[config.mk]
export PLATFORM = sky130hd
export DESIGN_NAME = machine
export DESIGN_NICKNAME = d
export VERILOG_FILES = /design/src/rtl/cpu_pkg.sv /design/src/rtl/machine.sv
export SDC_FILE = /design/constraint.sdc
export NUM_CORES = 1
export LEC_CHECK = 0
export ABC_AREA = 0
export CORE_MARGIN = 4
export CORE_UTILIZATION = 35
export CTS_CLUSTER_SIZE = 12
export DETAILED_ROUTE_END_ITERATION = 7
export PLACE_DENSITY = 0.66
export RECOVER_POWER = 100
export SKIP_CTS_REPAIR_TIMING = 1
export SYNTH_ARGS = -nofsm -noshare
export SYNTH_HDL_FRONTEND = slang
export SYNTH_SLANG_ARGS = --single-unit
[constraint.sdc]
create_clock -name clk -period 1.69 [get_ports clk]
set_clock_uncertainty 0.05 [all_clocks]
set_input_delay 0.338 -clock clk [delete_from_list [all_inputs] [get_ports clk]]
set_output_delay 0.338 -clock clk [all_outputs]
set_load 0.05 [all_outputs]
[src/rtl/cpu_pkg.sv]
// Shared CPU definitions: opcode encoding, control-FSM state encoding and the
// bundle of control strobes the FSM drives. The ALU imports this package too.
package cpu_pkg;

   // Instruction opcodes as they sit in the instruction register.
   typedef enum logic [2:0] {
      OP_HLT  = 3'b000,
      OP_SKZ  = 3'b001,
      OP_ADD  = 3'b010,
      OP_ANDD = 3'b011,
      OP_XORR = 3'b100,
      OP_LDA  = 3'b101,
      OP_STO  = 3'b110,
      OP_JMP  = 3'b111
   } opcode_e;

   // Control FSM states; eight run states per instruction plus HALTED.
   typedef enum logic [3:0] {
      S_FETCH_HI = 4'd0,
      S_FETCH_LO = 4'd1,
      S_IDLE     = 4'd2,
      S_DECODE   = 4'd3,
      S_EXEC     = 4'd4,
      S_MEM      = 4'd5,
      S_WB       = 4'd6,
      S_NEXT     = 4'd7,
      S_HALTED   = 4'd8
   } state_e;

   // Control strobes, registered as one word so every output leaves a flop.
   typedef struct packed {
      logic alu_ena;
      logic rd;
      logic wr;
      logic load_ir;
      logic inc_pc;
      logic load_pc;
      logic load_acc;
      logic datactl_ena;
      logic halt;
   } ctl_t;

   // True for instructions that read memory and feed the ALU.
   function automatic logic is_alu_op(input opcode_e op);
      return (op == OP_ADD) || (op == OP_ANDD) || (op == OP_XORR) || (op == OP_LDA);
   endfunction

endpackage

[src/rtl/machine.sv]
// Control FSM of the accumulator CPU. Sequences fetch, decode, execute,
// memory and write-back over eight clocks per instruction. Outputs are
// registered: the decode below computes the strobes for the state being
// entered, so each strobe is a clean flop output for the whole state.
module machine
   import cpu_pkg::*;
(
   input  logic       clk,
   input  logic       reset,
   input  logic       ena,
   input  logic [2:0] opcode,
   input  logic       zero,
   output logic       alu_ena,
   output logic       rd,
   output logic       wr,
   output logic       load_ir,
   output logic       inc_pc,
   output logic       load_pc,
   output logic       load_acc,
   output logic       datactl_ena,
   output logic       halt
);

   state_e  state_q, state_d;
   opcode_e op_q, op_d;
   logic    zero_q, zero_d;
   ctl_t    ctl_q, ctl_d;
   opcode_e op_in;

   // Next-state and next-output decode for the state being entered.
   always_comb begin
      // NOTE: every signal assigned here gets a default first, so no path
      // leaves one unassigned and no latch is inferred.
      state_d = state_q;
      op_d    = op_q;
      zero_d  = zero_q;
      ctl_d   = '0;
      op_in   = opcode_e'(opcode);

      unique case (state_q)
         S_NEXT: begin
            // Instruction boundary: the only place ena is looked at.
            if (ena) begin
               state_d       = S_FETCH_HI;
               ctl_d.rd      = 1'b1;
               ctl_d.load_ir = 1'b1;
            end
         end
         S_FETCH_HI: begin
            state_d       = S_FETCH_LO;
            ctl_d.rd      = 1'b1;
            ctl_d.load_ir = 1'b1;
            ctl_d.inc_pc  = 1'b1;
         end
         S_FETCH_LO: begin
            state_d = S_IDLE;
         end
         S_IDLE: begin
            // Entering DECODE: the opcode is already in the IR.
            state_d = S_DECODE;
            if (op_in == OP_HLT) ctl_d.halt   = 1'b1;
            else                 ctl_d.inc_pc = 1'b1;
         end
         S_DECODE: begin
            // Capture the opcode; from here on op_q alone steers the instruction.
            op_d = op_in;
            if (op_in == OP_HLT) begin
               state_d    = S_HALTED;
               ctl_d.halt = 1'b1;
            end else begin
               state_d           = S_EXEC;
               ctl_d.rd          = is_alu_op(op_in);
               ctl_d.datactl_ena = (op_in == OP_STO);
            end
         end
         S_EXEC: begin
            // Capture the zero flag; MEM outputs use the value being captured.
            zero_d            = zero;
            state_d           = S_MEM;
            ctl_d.rd          = is_alu_op(op_q);
            ctl_d.alu_ena     = is_alu_op(op_q);
            ctl_d.datactl_ena = (op_q == OP_STO);
            ctl_d.wr          = (op_q == OP_STO);
            ctl_d.inc_pc      = (op_q == OP_SKZ) && zero;
            ctl_d.load_pc     = (op_q == OP_JMP);
         end
         S_MEM: begin
            state_d           = S_WB;
            ctl_d.rd          = is_alu_op(op_q);
            ctl_d.load_acc    = is_alu_op(op_q);
            ctl_d.datactl_ena = (op_q == OP_STO);
            ctl_d.inc_pc      = (op_q == OP_SKZ) && zero_q;
            ctl_d.load_pc     = (op_q == OP_JMP);
         end
         S_WB: begin
            state_d = S_NEXT;
         end
         S_HALTED: begin
            // Only reset leaves this state.
            ctl_d.halt = 1'b1;
         end
         default: begin
            state_d = S_NEXT;
         end
      endcase
   end

   // State, captured operands and output flops.
   always_ff @(posedge clk or negedge reset) begin
      // NOTE: reset is asynchronous, so it clears every strobe immediately,
      // aborting an instruction mid-flight without waiting for a clock.
      if (!reset) begin
         state_q <= S_NEXT;
         op_q    <= OP_HLT;
         zero_q  <= 1'b0;
         ctl_q   <= '0;
      end else begin
         // NOTE: non-blocking assignments keep all flops updating together
         // from the values that were present before the edge.
         state_q <= state_d;
         op_q    <= op_d;
         zero_q  <= zero_d;
         ctl_q   <= ctl_d;
      end
   end

   assign alu_ena     = ctl_q.alu_ena;
   assign rd          = ctl_q.rd;
   assign wr          = ctl_q.wr;
   assign load_ir     = ctl_q.load_ir;
   assign inc_pc      = ctl_q.inc_pc;
   assign load_pc     = ctl_q.load_pc;
   assign load_acc    = ctl_q.load_acc;
   assign datactl_ena = ctl_q.datactl_ena;
   assign halt        = ctl_q.halt;

endmodule

Word level (Yosys, flattened, before mapping)
Cells that the tools add are included.
- output and inout bits: 9
- logic and storage cells: 63
- flip-flop bits (word level): 17
- bits of input ports: 7
- reductions and logical operators: 13
- eq/ne operators: 20
- bitwise gates (word level): 1
- muxes and demuxes: 17
- operators by type and width (cell ; count):
    one-hot mux 4 bit (8 select lines) ; 1
    == test 3 bit, second input constant ; 7
    == test 3 x 2 -> 1 bit, second input constant ; 4
    == test 4 x 3 -> 1 bit, second input constant ; 3
    two-way mux 1 bit ; 9
    == test 4 x 2 -> 1 bit, second input constant ; 2
    two-way mux 4 bit ; 2
    one-hot mux 1 bit (4 select lines) ; 2
    logical OR 1 bit ; 6
    one-hot mux 1 bit (2 select lines) ; 3
    == test 4 x 1 -> 1 bit, second input constant ; 1
    == test 4 bit, second input constant ; 1
    zero test 4 bit ; 1
    OR reduction 2 bit ; 2
    == test 3 x 1 -> 1 bit, second input constant ; 1
    zero test 3 bit ; 1
    logical AND 1 bit ; 2
    inequality test 2 bit, second input constant ; 1
    AND reduction 2 bit ; 1
    NOT 1 bit ; 1

Longest topological paths before layout
Gate-level depths: netlist of the first run.
- word-level depth: 6
- mapped depth: 4
- depth with buffers taken out: 3

Worst setup path after synthesis of the first run
No wires, ideal clock.
- path kind: flip-flop to flip-flop
- start point: register state_q[1]
- end point: register op_q[0]
- period minus slack after synthesis: 1439 ps
- cell stages (with the launch flop): 3
- path buffers: 0
- arrival time: 1265 ps
- data required time: 1515 ps
- setup slack: 251 ps
- setup time: 125 ps
- path through: dfstp_2 -> nor4bb_4 -> mux2_2
- longest elaborated chain between the ends: 1
- RTL lines (what ; line ; source):
    start: declaration ; machine.sv:24 ; state_e state_q, state_d;
    start signal: assignment ; machine.sv:120 ; state_q <= state_d;
    == test 4 x 2 -> 1 bit ; machine.sv:40 ; unique case (state_q)
    end signal: assignment ; machine.sv:121 ; op_q <= op_d;
    end: declaration ; machine.sv:25 ; opcode_e op_q, op_d;
Every way passes these cells.
A chain may end at the register's enable or synchronous reset.

Worst setup path in the final report of the first run
- start point: register state_q[1]
- end point: register op_q[1]
The elaborated chain is that of the path after synthesis.

==> results of run 1 <==
state kept, by name, indices dropped and copies added, names as in the netlist:
name / count
op_q: 3
inc_pc: 1
halt: 1
datactl_ena: 1
wr: 1
state_q: 4
load_acc: 1
zero_q: 1
rd: 1
load_pc: 1
load_ir: 1
alu_ena: 1
cell usage in the layout (no fill, tap or decap):
| cell type | n |
|---|---|
| a2111o_1 | 1 |
| a211o_1 | 1 |
| a21oi_1 | 4 |
| and2_0 | 2 |
| and4bb_1 | 1 |
| buf_4 | 6 |
| clkbuf_1 | 9 |
| clkbuf_2 | 3 |
| clkbuf_4 | 3 |
| clkdlybuf4s50_1 | 4 |
| dfrtp_1 | 14 |
| dfstp_1 | 1 |
| dfstp_2 | 2 |
| dlygate4sd3_1 | 2 |
| mux2_1 | 1 |
| mux2_2 | 3 |
| mux2i_1 | 2 |
| nand2_1 | 7 |
| nand2b_1 | 2 |
| nand4_1 | 1 |
| nand4b_1 | 1 |
| nor2_1 | 5 |
| nor3_1 | 2 |
| nor4_1 | 1 |
| nor4bb_1 | 1 |
| o21a_1 | 1 |
| o21ai_0 | 2 |
| o22a_1 | 1 |
| o22a_2 | 1 |
| o31ai_1 | 1 |
| o41ai_2 | 1 |
| or3_1 | 2 |
| or3b_1 | 2 |
| xnor2_1 | 1 |
| xor2_1 | 1 |
synthesized netlist by cell type (all sizes together) (2+ instances only):
| library cell | count |
|---|---|
| mux2i | 2 |
| or3b | 2 |
| or3 | 2 |
| a21oi | 4 |
| and2 | 2 |
| o21ai | 2 |
| nor3 | 2 |
| buf | 4 |
| nand2b | 2 |
| o22a | 2 |
| mux2 | 4 |
| dfrtp | 14 |
| dfstp | 3 |
| nand2 | 7 |
| nor2 | 5 |
routing by layer:
layer	vias up	track usage, %	routed length (µm)
met5	-	0	0
met4	0	8.14	37
met3	4	3.22	81
met2	13	17.9	742
met1	297	14.9	704
li1	301	-	-
power by group:
group          switching [µW]  internal, µW
clock network             121          91.7
registers                88.9           573
logic                     519           316
worst max path at each step:
stage,slack (ns),cells after the start,startpoint,endpoint
after floorplan,0.25,2,state_q[1],op_q[0]
after global placement,0.05,5,opcode[1],halt
after detailed placement,0.05,5,opcode[1],halt
after CTS,0.15,4,state_q[2],inc_pc
after global routing,0.05,3,state_q[1],op_q[0]
final,0.12,3,state_q[1],op_q[1]
layout make-up:
type / instances / area (µm²)
Timing Repair Buffer: 23 / 150
Multi-Input combinational cell: 48 / 337
Tap cell: 28 / 35.0
Clock buffer: 4 / 26.3
Sequential cell: 17 / 429
Fill cell: 231 / 1230
critical path, delay by kind of cell (launching register included):
kind	cells	cell delay, ns
buffers and inverters	1	0.27
multiplexers	1	0.37
AND/OR/NAND/NOR	1	0.25
flip-flops	1	0.53
metrics by stage:
step	cell area, µm²	power (µW)
6_report	977	1710
5_1_grt	977	1860
4_1_cts	1040	1860
3_5_place_dp	1010	1640
3_3_place_gp	1010	1620
2_1_floorplan	816	1380
cells by family after synthesis:
kind of cell | after synthesis | synth area share (%)
compound gates | 13 | 12.3
xor+xnor | 2 | 2.15
buf+inv | 4 | 3.22
flops | 17 | 52.6
mux | 6 | 8.43
simple gates | 27 | 21.3
==> impl_metrics.prom, run 1 <==
# TYPE chip_impl_metric gauge
chip_impl_metric{name="post-dp-hpwl",unit="µm"} 1210
chip_impl_info{name="ordered_cell_list_for_the_critical_path",value="nor4bb_1 > clkbuf_1 > mux2_2"} 1
chip_impl_metric{name="synthesis.yosys.warnings",unit=""} 0
chip_impl_metric{name="layout-drive-gt1-share",unit="%"} 20.7
chip_impl_metric{name="finalHoldWorstSlack",unit="ns"} 0.443
chip_impl_metric{name="final_critical_path_required_period",unit="ns"} 1.57
chip_impl_info{name="critPathCaptureType",value="register"} 1
chip_impl_metric{name="transition_time_of_the_tightest_slew_check_pin",unit="ns"} 0.927
chip_impl_metric{name="max_clock_freq",unit="MHz"} 635
chip_impl_metric{name="core_area",unit="µm²"} 2210
chip_impl_metric{name="via_count",unit=""} 615
chip_impl_metric{name="synth_nets",unit=""} 76
chip_impl_metric{name="maxCapViolCount",unit=""} 0
chip_impl_metric{name="layout.nets",unit=""} 100
chip_impl_info{name="slowest_stage",value="dfstp_1"} 1
chip_impl_metric{name="cts_inserted_buffers",unit=""} 3
chip_impl_metric{name="synth-seq-cells",unit=""} 17
chip_impl_info{name="cts_tree",value="built"} 1
chip_impl_metric{name="synth.cell_area",unit="µm²"} 816
chip_impl_metric{name="fin_util",unit="%"} 44.2
chip_impl_metric{name="final_antenna_net_count",unit=""} 0
chip_impl_metric{name="ys_async_sr_fraction",unit="%"} 100
chip_impl_info{name="crit-reg2reg-capture",value="op_q[1]"} 1
chip_impl_metric{name="grt.overflow.total",unit=""} 0
chip_impl_metric{name="report.final.hold_viol_count",unit=""} 0
chip_impl_metric{name="layout.cells.non_filler",unit=""} 120
chip_impl_metric{name="cts_buffer_depth",unit=""} 2
chip_impl_metric{name="overall_global_routing_usage",unit="%"} 11.9
chip_impl_metric{name="die-height",unit="µm"} 56.3
chip_impl_metric{name="yosysUniqueCellTypes",unit=""} 31
chip_impl_info{name="result_of_the_run",value="complete, no violations"} 1
chip_impl_metric{name="critical_path_peak_fanout",unit=""} 5
chip_impl_metric{name="synth_area_per_cell",unit="µm²"} 11.8
chip_impl_metric{name="setup-violations-final",unit=""} 0
chip_impl_metric{name="required",unit="ns"} 1.82
chip_impl_metric{name="detailedPlace.worstSlack",unit="ns"} 0.0484
chip_impl_metric{name="synthCells",unit=""} 69
chip_impl_metric{name="worst_setup_hold_path_clk_slew",unit="ns"} 0.09
chip_impl_metric{name="dr.pass1.iters",unit=""} 4
chip_impl_metric{name="netlist.area_leader.share",unit="%"} 42.9
chip_impl_metric{name="worst_r2r_path_depth",unit=""} 3
chip_impl_metric{name="power_density",unit="nW/µm²"} 1750
chip_impl_metric{name="syn_to_final_growth",unit="%"} 19.8
chip_impl_metric{name="floorplan.initialDensity",unit="%"} 36.9
chip_impl_metric{name="slew-limit-headroom",unit="%"} 38.2
chip_impl_metric{name="chipWidth",unit="µm"} 56.3
chip_impl_metric{name="largest_net_degree_at_the_start_of_global_routing",unit=""} 18
chip_impl_metric{name="r2r_setup_slack",unit="ns"} 0.12
chip_impl_metric{name="initial_detailed_routing_violation_count",unit=""} 11
chip_impl_info{name="hold_path.startpoint",value="op_q[0]"} 1
chip_impl_metric{name="post-place-cells",unit=""} 116
chip_impl_metric{name="die_area",unit="µm²"} 3170
chip_impl_metric{name="gpl.final_weighted_congestion",unit=""} 0.753
chip_impl_metric{name="finalWorstSetupSlack",unit="ns"} 0.116
chip_impl_info{name="rsz0062_at_grt",value="false"} 1
chip_impl_metric{name="number_of_slew_limit_violations_in_the_final_report",unit=""} 0
chip_impl_metric{name="wire_per_inst",unit="µm"} 13.1
chip_impl_metric{name="synth.yosys.seq_area_share",unit="%"} 52.6
chip_impl_metric{name="ioPinCount",unit=""} 16
chip_impl_metric{name="post-route-period-util",unit="%"} 93.1
chip_impl_metric{name="rows",unit=""} 17
chip_impl_metric{name="antenna_cells_inserted",unit=""} 0
chip_impl_info{name="post_synth_main_area_contributors",value="dfrtp_1 (43%), dfstp_2 (9.7%), mux2_2 (4.1%)"} 1
chip_impl_metric{name="h_tree_levels",unit=""} 1
chip_impl_metric{name="route.detailed.vias_per_inst",unit=""} 5.13
chip_impl_metric{name="critical-path-max-stage-delay",unit="ns"} 0.53
chip_impl_info{name="worstHoldEndpoint",value="wr"} 1
chip_impl_metric{name="cts.sink_count",unit=""} 17
chip_impl_metric{name="drc",unit=""} 0
chip_impl_metric{name="worst-endpoint-arrival",unit="ns"} 1.70
chip_impl_info{name="worst_hold_path_type",value="register to register"} 1
chip_impl_metric{name="drt-total-wl",unit="µm"} 1570
chip_impl_info{name="ys_dominant_reg_cell",value="dfrtp_1"} 1
chip_impl_metric{name="grt_pass1_vias",unit=""} 624
chip_impl_info{name="synthDominantAreaCellType",value="dfrtp_1"} 1
chip_impl_info{name="timing.critical_path.from_type",value="register"} 1
chip_impl_metric{name="synth_edf_count",unit=""} 0
chip_impl_metric{name="static_power_due_to_leakage",unit="µW"} 0.000420
chip_impl_metric{name="port_buffers",unit=""} 15
chip_impl_metric{name="setup_tns",unit="ns"} 0
chip_impl_info{name="crit-reg2reg-launch",value="state_q[1]"} 1
chip_impl_info{name="worst-setup-path-type",value="register to register"} 1
chip_impl_info{name="cts.root.buffer_cell",value="clkbuf_4"} 1
chip_impl_metric{name="worstHoldPathCells",unit=""} 1
chip_impl_metric{name="antenna_found_initial",unit=""} 0
chip_impl_metric{name="power.ir.vdd_worst",unit="V"} 0.000767
chip_impl_metric{name="clkLatencyLatePin",unit="ns"} 0.28
chip_impl_metric{name="grt_pass1_wl",unit="µm"} 2880
Note: power is estimated with default switching activity, not from simulation.
==> run 2: changes to the inputs <==
Settings changed: CTS_CLUSTER_DIAMETER from default to 60, HOLD_SLACK_MARGIN from default to 0.02.
==> results of run 2 <==
No change in the layout: final DEF, timing and power equal those of run 1.
==> run 3: changes to the inputs <==
Settings changed: ABC_AREA 0 to 1, CORE_UTILIZATION 35 to 27, PLACE_DENSITY 0.66 to 0.56.
==> run 3 against run 2 <==
Effect of this change:
- global-route usage shrank 2.1 points
- clock power grew 5%
- clock-buffer cell count shrank 1
- non-clock buffer count shrank 7
- die area grew 19%
- first-iteration DRC count grew 27%
- critical path type is now register to output pin
- critical endpoint is now load_acc
- highest routed layer unchanged
==> impl_metrics.prom, run 3 <==
# TYPE chip_impl_metric gauge
chip_impl_metric{name="maxCapViolCount",unit=""} 0
chip_impl_metric{name="worst_r2r_path_depth",unit=""} 4
chip_impl_info{name="crit-reg2reg-launch",value="state_q[1]"} 1
chip_impl_info{name="layout.cells.most_common",value="nand2_1"} 1
chip_impl_metric{name="post-dp-hpwl",unit="µm"} 1230
chip_impl_info{name="cts_tree",value="built"} 1
chip_impl_metric{name="p_sw_share",unit="%"} 47.5
chip_impl_metric{name="synth_compound_area_share",unit="%"} 7.50
chip_impl_metric{name="via_count",unit=""} 649
chip_impl_metric{name="required",unit="ns"} 1.30
chip_impl_metric{name="critical_path_peak_fanout",unit=""} 1
chip_impl_metric{name="synthSimpleGateAreaFrac",unit="%"} 30.2
chip_impl_metric{name="static_power_due_to_leakage",unit="µW"} 0.000487
chip_impl_metric{name="grt_pass1_vias",unit=""} 622
chip_impl_metric{name="synth_nets",unit=""} 101
chip_impl_metric{name="yosysUniqueCellTypes",unit=""} 14
chip_impl_metric{name="post-place-cells",unit=""} 141
chip_impl_metric{name="antenna_found_initial",unit=""} 0
chip_impl_metric{name="grt_pass1_wl",unit="µm"} 2680
chip_impl_info{name="timing.critical_path.from_type",value="register"} 1
chip_impl_info{name="synth_most_common_cell",value="nand2_1"} 1
chip_impl_metric{name="grt.overflow.total",unit=""} 0
chip_impl_metric{name="power_density",unit="nW/µm²"} 1750
chip_impl_info{name="ys_dominant_reg_cell",value="dfrtp_1"} 1
chip_impl_metric{name="synthAdderAreaFrac",unit="%"} 0
chip_impl_info{name="largestRegisters",value="state_q (4), op_q (3)"} 1
chip_impl_metric{name="fill_cells",unit=""} 293
chip_impl_metric{name="syn_to_final_growth",unit="%"} 21.9
chip_impl_metric{name="fin_util",unit="%"} 34.2
chip_impl_metric{name="transition_time_of_the_tightest_slew_check_pin",unit="ns"} 0.924
chip_impl_info{name="cts.root.buffer_cell",value="clkbuf_4"} 1
chip_impl_metric{name="number_of_slew_limit_violations_in_the_final_report",unit=""} 0
chip_impl_metric{name="p_switching",unit="µW"} 779
chip_impl_metric{name="setup-violations-final",unit=""} 0
chip_impl_metric{name="overall_global_routing_usage",unit="%"} 9.85
chip_impl_metric{name="synthesis.yosys.warnings",unit=""} 0
chip_impl_info{name="worst-setup-path-type",value="register to output pin"} 1
chip_impl_metric{name="ioPinCount",unit=""} 16
chip_impl_metric{name="finalHoldWorstSlack",unit="ns"} 0.452
chip_impl_info{name="slowest_stage",value="clkbuf_1"} 1
chip_impl_metric{name="cts.sink_count",unit=""} 17
chip_impl_metric{name="worst-path-stages",unit=""} 1
chip_impl_info{name="post_synth_most_frequent_cells",value="nand2_1 (25), nor2_1 (15), dfrtp_1 (14), inv_1 (12), nand3_1 (8)"} 1
chip_impl_metric{name="wire_per_inst",unit="µm"} 10.9
chip_impl_info{name="synthDominantAreaCellType",value="dfrtp_1"} 1
chip_impl_metric{name="sequential_power_share",unit="%"} 40.4
chip_impl_metric{name="drt-total-wl",unit="µm"} 1580
chip_impl_metric{name="cts_inserted_buffers",unit=""} 3
chip_impl_info{name="critical_path.startpoint",value="load_acc"} 1
chip_impl_metric{name="synth_edf_count",unit=""} 0
chip_impl_metric{name="ys_async_sr_fraction",unit="%"} 100
chip_impl_metric{name="post-route-period-util",unit="%"} 87.4
chip_impl_metric{name="synth.yosys.seq_area_share",unit="%"} 56.0
chip_impl_metric{name="worst-endpoint-arrival",unit="ns"} 1.09
chip_impl_metric{name="route.detailed.vias_per_inst",unit=""} 4.48
chip_impl_info{name="post_synth_main_area_contributors",value="dfrtp_1 (46%), nand2_1 (12%), dfstp_2 (10%)"} 1
chip_impl_info{name="highest_count_cells_in_the_layout_ignoring_fill_and_taps",value="nand2_1 (26), nor2_1 (15), dfrtp_1 (14)"} 1
chip_impl_metric{name="intPower",unit="µW"} 861
chip_impl_metric{name="final_critical_path_required_period",unit="ns"} 1.48
chip_impl_metric{name="dr.pass1.iters",unit=""} 5
chip_impl_info{name="hold_path.startpoint",value="zero_q"} 1
chip_impl_metric{name="synth_area_per_cell",unit="µm²"} 8.16
chip_impl_info{name="registers.top_by_ff_count",value="state_q"} 1
chip_impl_metric{name="layout.nets",unit=""} 122
chip_impl_metric{name="core_area",unit="µm²"} 2730
chip_impl_info{name="critPathCaptureType",value="output pin"} 1
chip_impl_metric{name="post_place_cell_area",unit="µm²"} 941
chip_impl_metric{name="power.ir.vdd_worst",unit="V"} 0.000933
chip_impl_metric{name="layout.cells.non_filler",unit=""} 145
chip_impl_info{name="critical-path-top-delay-family",value="buffers and inverters"} 1
chip_impl_metric{name="antenna_cells_inserted",unit=""} 0
chip_impl_metric{name="max_reg_flops",unit=""} 4
chip_impl_metric{name="gpl.final_weighted_congestion",unit=""} 0.830
chip_impl_info{name="end_of_the_critical_path",value="load_acc"} 1
chip_impl_metric{name="cts_buffer_depth",unit=""} 2
chip_impl_metric{name="final_antenna_net_count",unit=""} 0
chip_impl_metric{name="synth-seq-cells",unit=""} 17
chip_impl_metric{name="fin_area",unit="µm²"} 935
chip_impl_info{name="crit-reg2reg-capture",value="op_q[0]"} 1
chip_impl_info{name="result_of_the_run",value="complete, no violations"} 1
chip_impl_metric{name="worst_setup_hold_path_clk_slew",unit="ns"} 0.10
chip_impl_metric{name="critPathBufInv",unit=""} 1
chip_impl_info{name="dominant_combinational_cell_family_by_area_after_synthesis",value="simple AND/OR/NAND/NOR gates"} 1
chip_impl_metric{name="floorplan.initialDensity",unit="%"} 28.1
chip_impl_metric{name="r2r_setup_slack",unit="ns"} 0.30
chip_impl_metric{name="synth.cell_area",unit="µm²"} 767
chip_impl_metric{name="die-height",unit="µm"} 61.3
chip_impl_metric{name="clkLatencyLatePin",unit="ns"} 0.30
chip_impl_metric{name="die_area",unit="µm²"} 3760
chip_impl_metric{name="initial_detailed_routing_violation_count",unit=""} 14
chip_impl_metric{name="layout-drive-gt1-share",unit="%"} 11.4
chip_impl_metric{name="chipWidth",unit="µm"} 61.3
chip_impl_metric{name="port_buffers",unit=""} 15
chip_impl_info{name="ordered_cell_list_for_the_critical_path",value="clkbuf_1"} 1
chip_impl_metric{name="area_share_of_xor_xnor_cells_in_the_synthesized_design",unit="%"} 0
chip_impl_metric{name="netlist.area_leader.share",unit="%"} 45.7
chip_impl_info{name="worst_hold_path_type",value="register to register"} 1
chip_impl_metric{name="clock_power_share",unit="%"} 13.6
chip_impl_info{name="rsz0062_at_grt",value="false"} 1
chip_impl_metric{name="critical-path-max-stage-delay",unit="ns"} 0.46
chip_impl_metric{name="h_tree_levels",unit=""} 1
chip_impl_metric{name="slew-limit-headroom",unit="%"} 38.4
chip_impl_metric{name="rows",unit=""} 19
chip_impl_metric{name="comb_power_share",unit="%"} 46.0
chip_impl_metric{name="largest_net_degree_at_the_start_of_global_routing",unit=""} 18
chip_impl_metric{name="drc",unit=""} 0
chip_impl_metric{name="max_clock_freq",unit="MHz"} 677
chip_impl_metric{name="post_synthesis_mux_area_share",unit="%"} 0
chip_impl_metric{name="report.final.hold_viol_count",unit=""} 0
chip_impl_metric{name="setup_tns",unit="ns"} 0
chip_impl_metric{name="synthCells",unit=""} 94
## run 3: changes by cell type after synthesis, sizes merged, moves of 8 or more
cell,delta
nand3,+8
nand2,+20
nor2,+12
inv,+13
## run 3: how the worst min path moves through the flow
stage | end | cells past startpoint
2_1_floorplan | alu_ena | 0
3_3_place_gp | zero_q | 2
3_5_place_dp | zero_q | 2
4_1_cts | zero_q | 2
5_1_grt | zero_q | 2
6_report | zero_q | 2
## run 3: tightest hold or removal path, stage by stage (launching register included)
cell and delay [ns]:
dfrtp_1 0.37, nand2_1 0.06, nand2_1 0.05
## run 3: layout make-up
type	count	area (µm²)	share of cell area, %
Multi-Input combinational cell	64	287	30.7
Inverter	13	48.8	5.22
Clock buffer	3	22.5	2.41
Clock inverter	1	5.00	0.535
Sequential cell	17	429	45.9
Timing Repair Buffer	16	104	11.1
Tap cell	31	38.8	4.15
## run 3: per-layer routing
| layer | GRT usage (%) | wire length, µm |
|---|---|---|
| met5 | 0 | 0 |
| met2 | 15.7 | 694 |
| met4 | 6.50 | 44 |
| met3 | 1.26 | 90 |
| met1 | 12.4 | 750 |
## run 3: kinds of logic (layout without fill, tap and decap cells)
logic type	Yosys count	count (layout)
buffers and inverters	13	33
and+or+nand+nor	53	53
DFF	17	17
AOI/OAI and AO/OA	11	11
## run 3: through the flow
step / power, µW / worst slack (ns)
floorplan: 1260 / 0.533
detailed placement: 1490 / 0.312
finish: 1640 / 0.214
CTS: 1720 / 0.397
global placement: 1480 / 0.318
global route: 1780 / 0.136
## run 3: power by group through the flow
stage               Combinational (µW)  Clock, µW  Sequential [µW]
finish                             755        223              662
global route                       856        241              685
CTS                                806        231              680
detailed placement                 804          0              688
global placement                   794          0              684
floorplan                          417          0              845
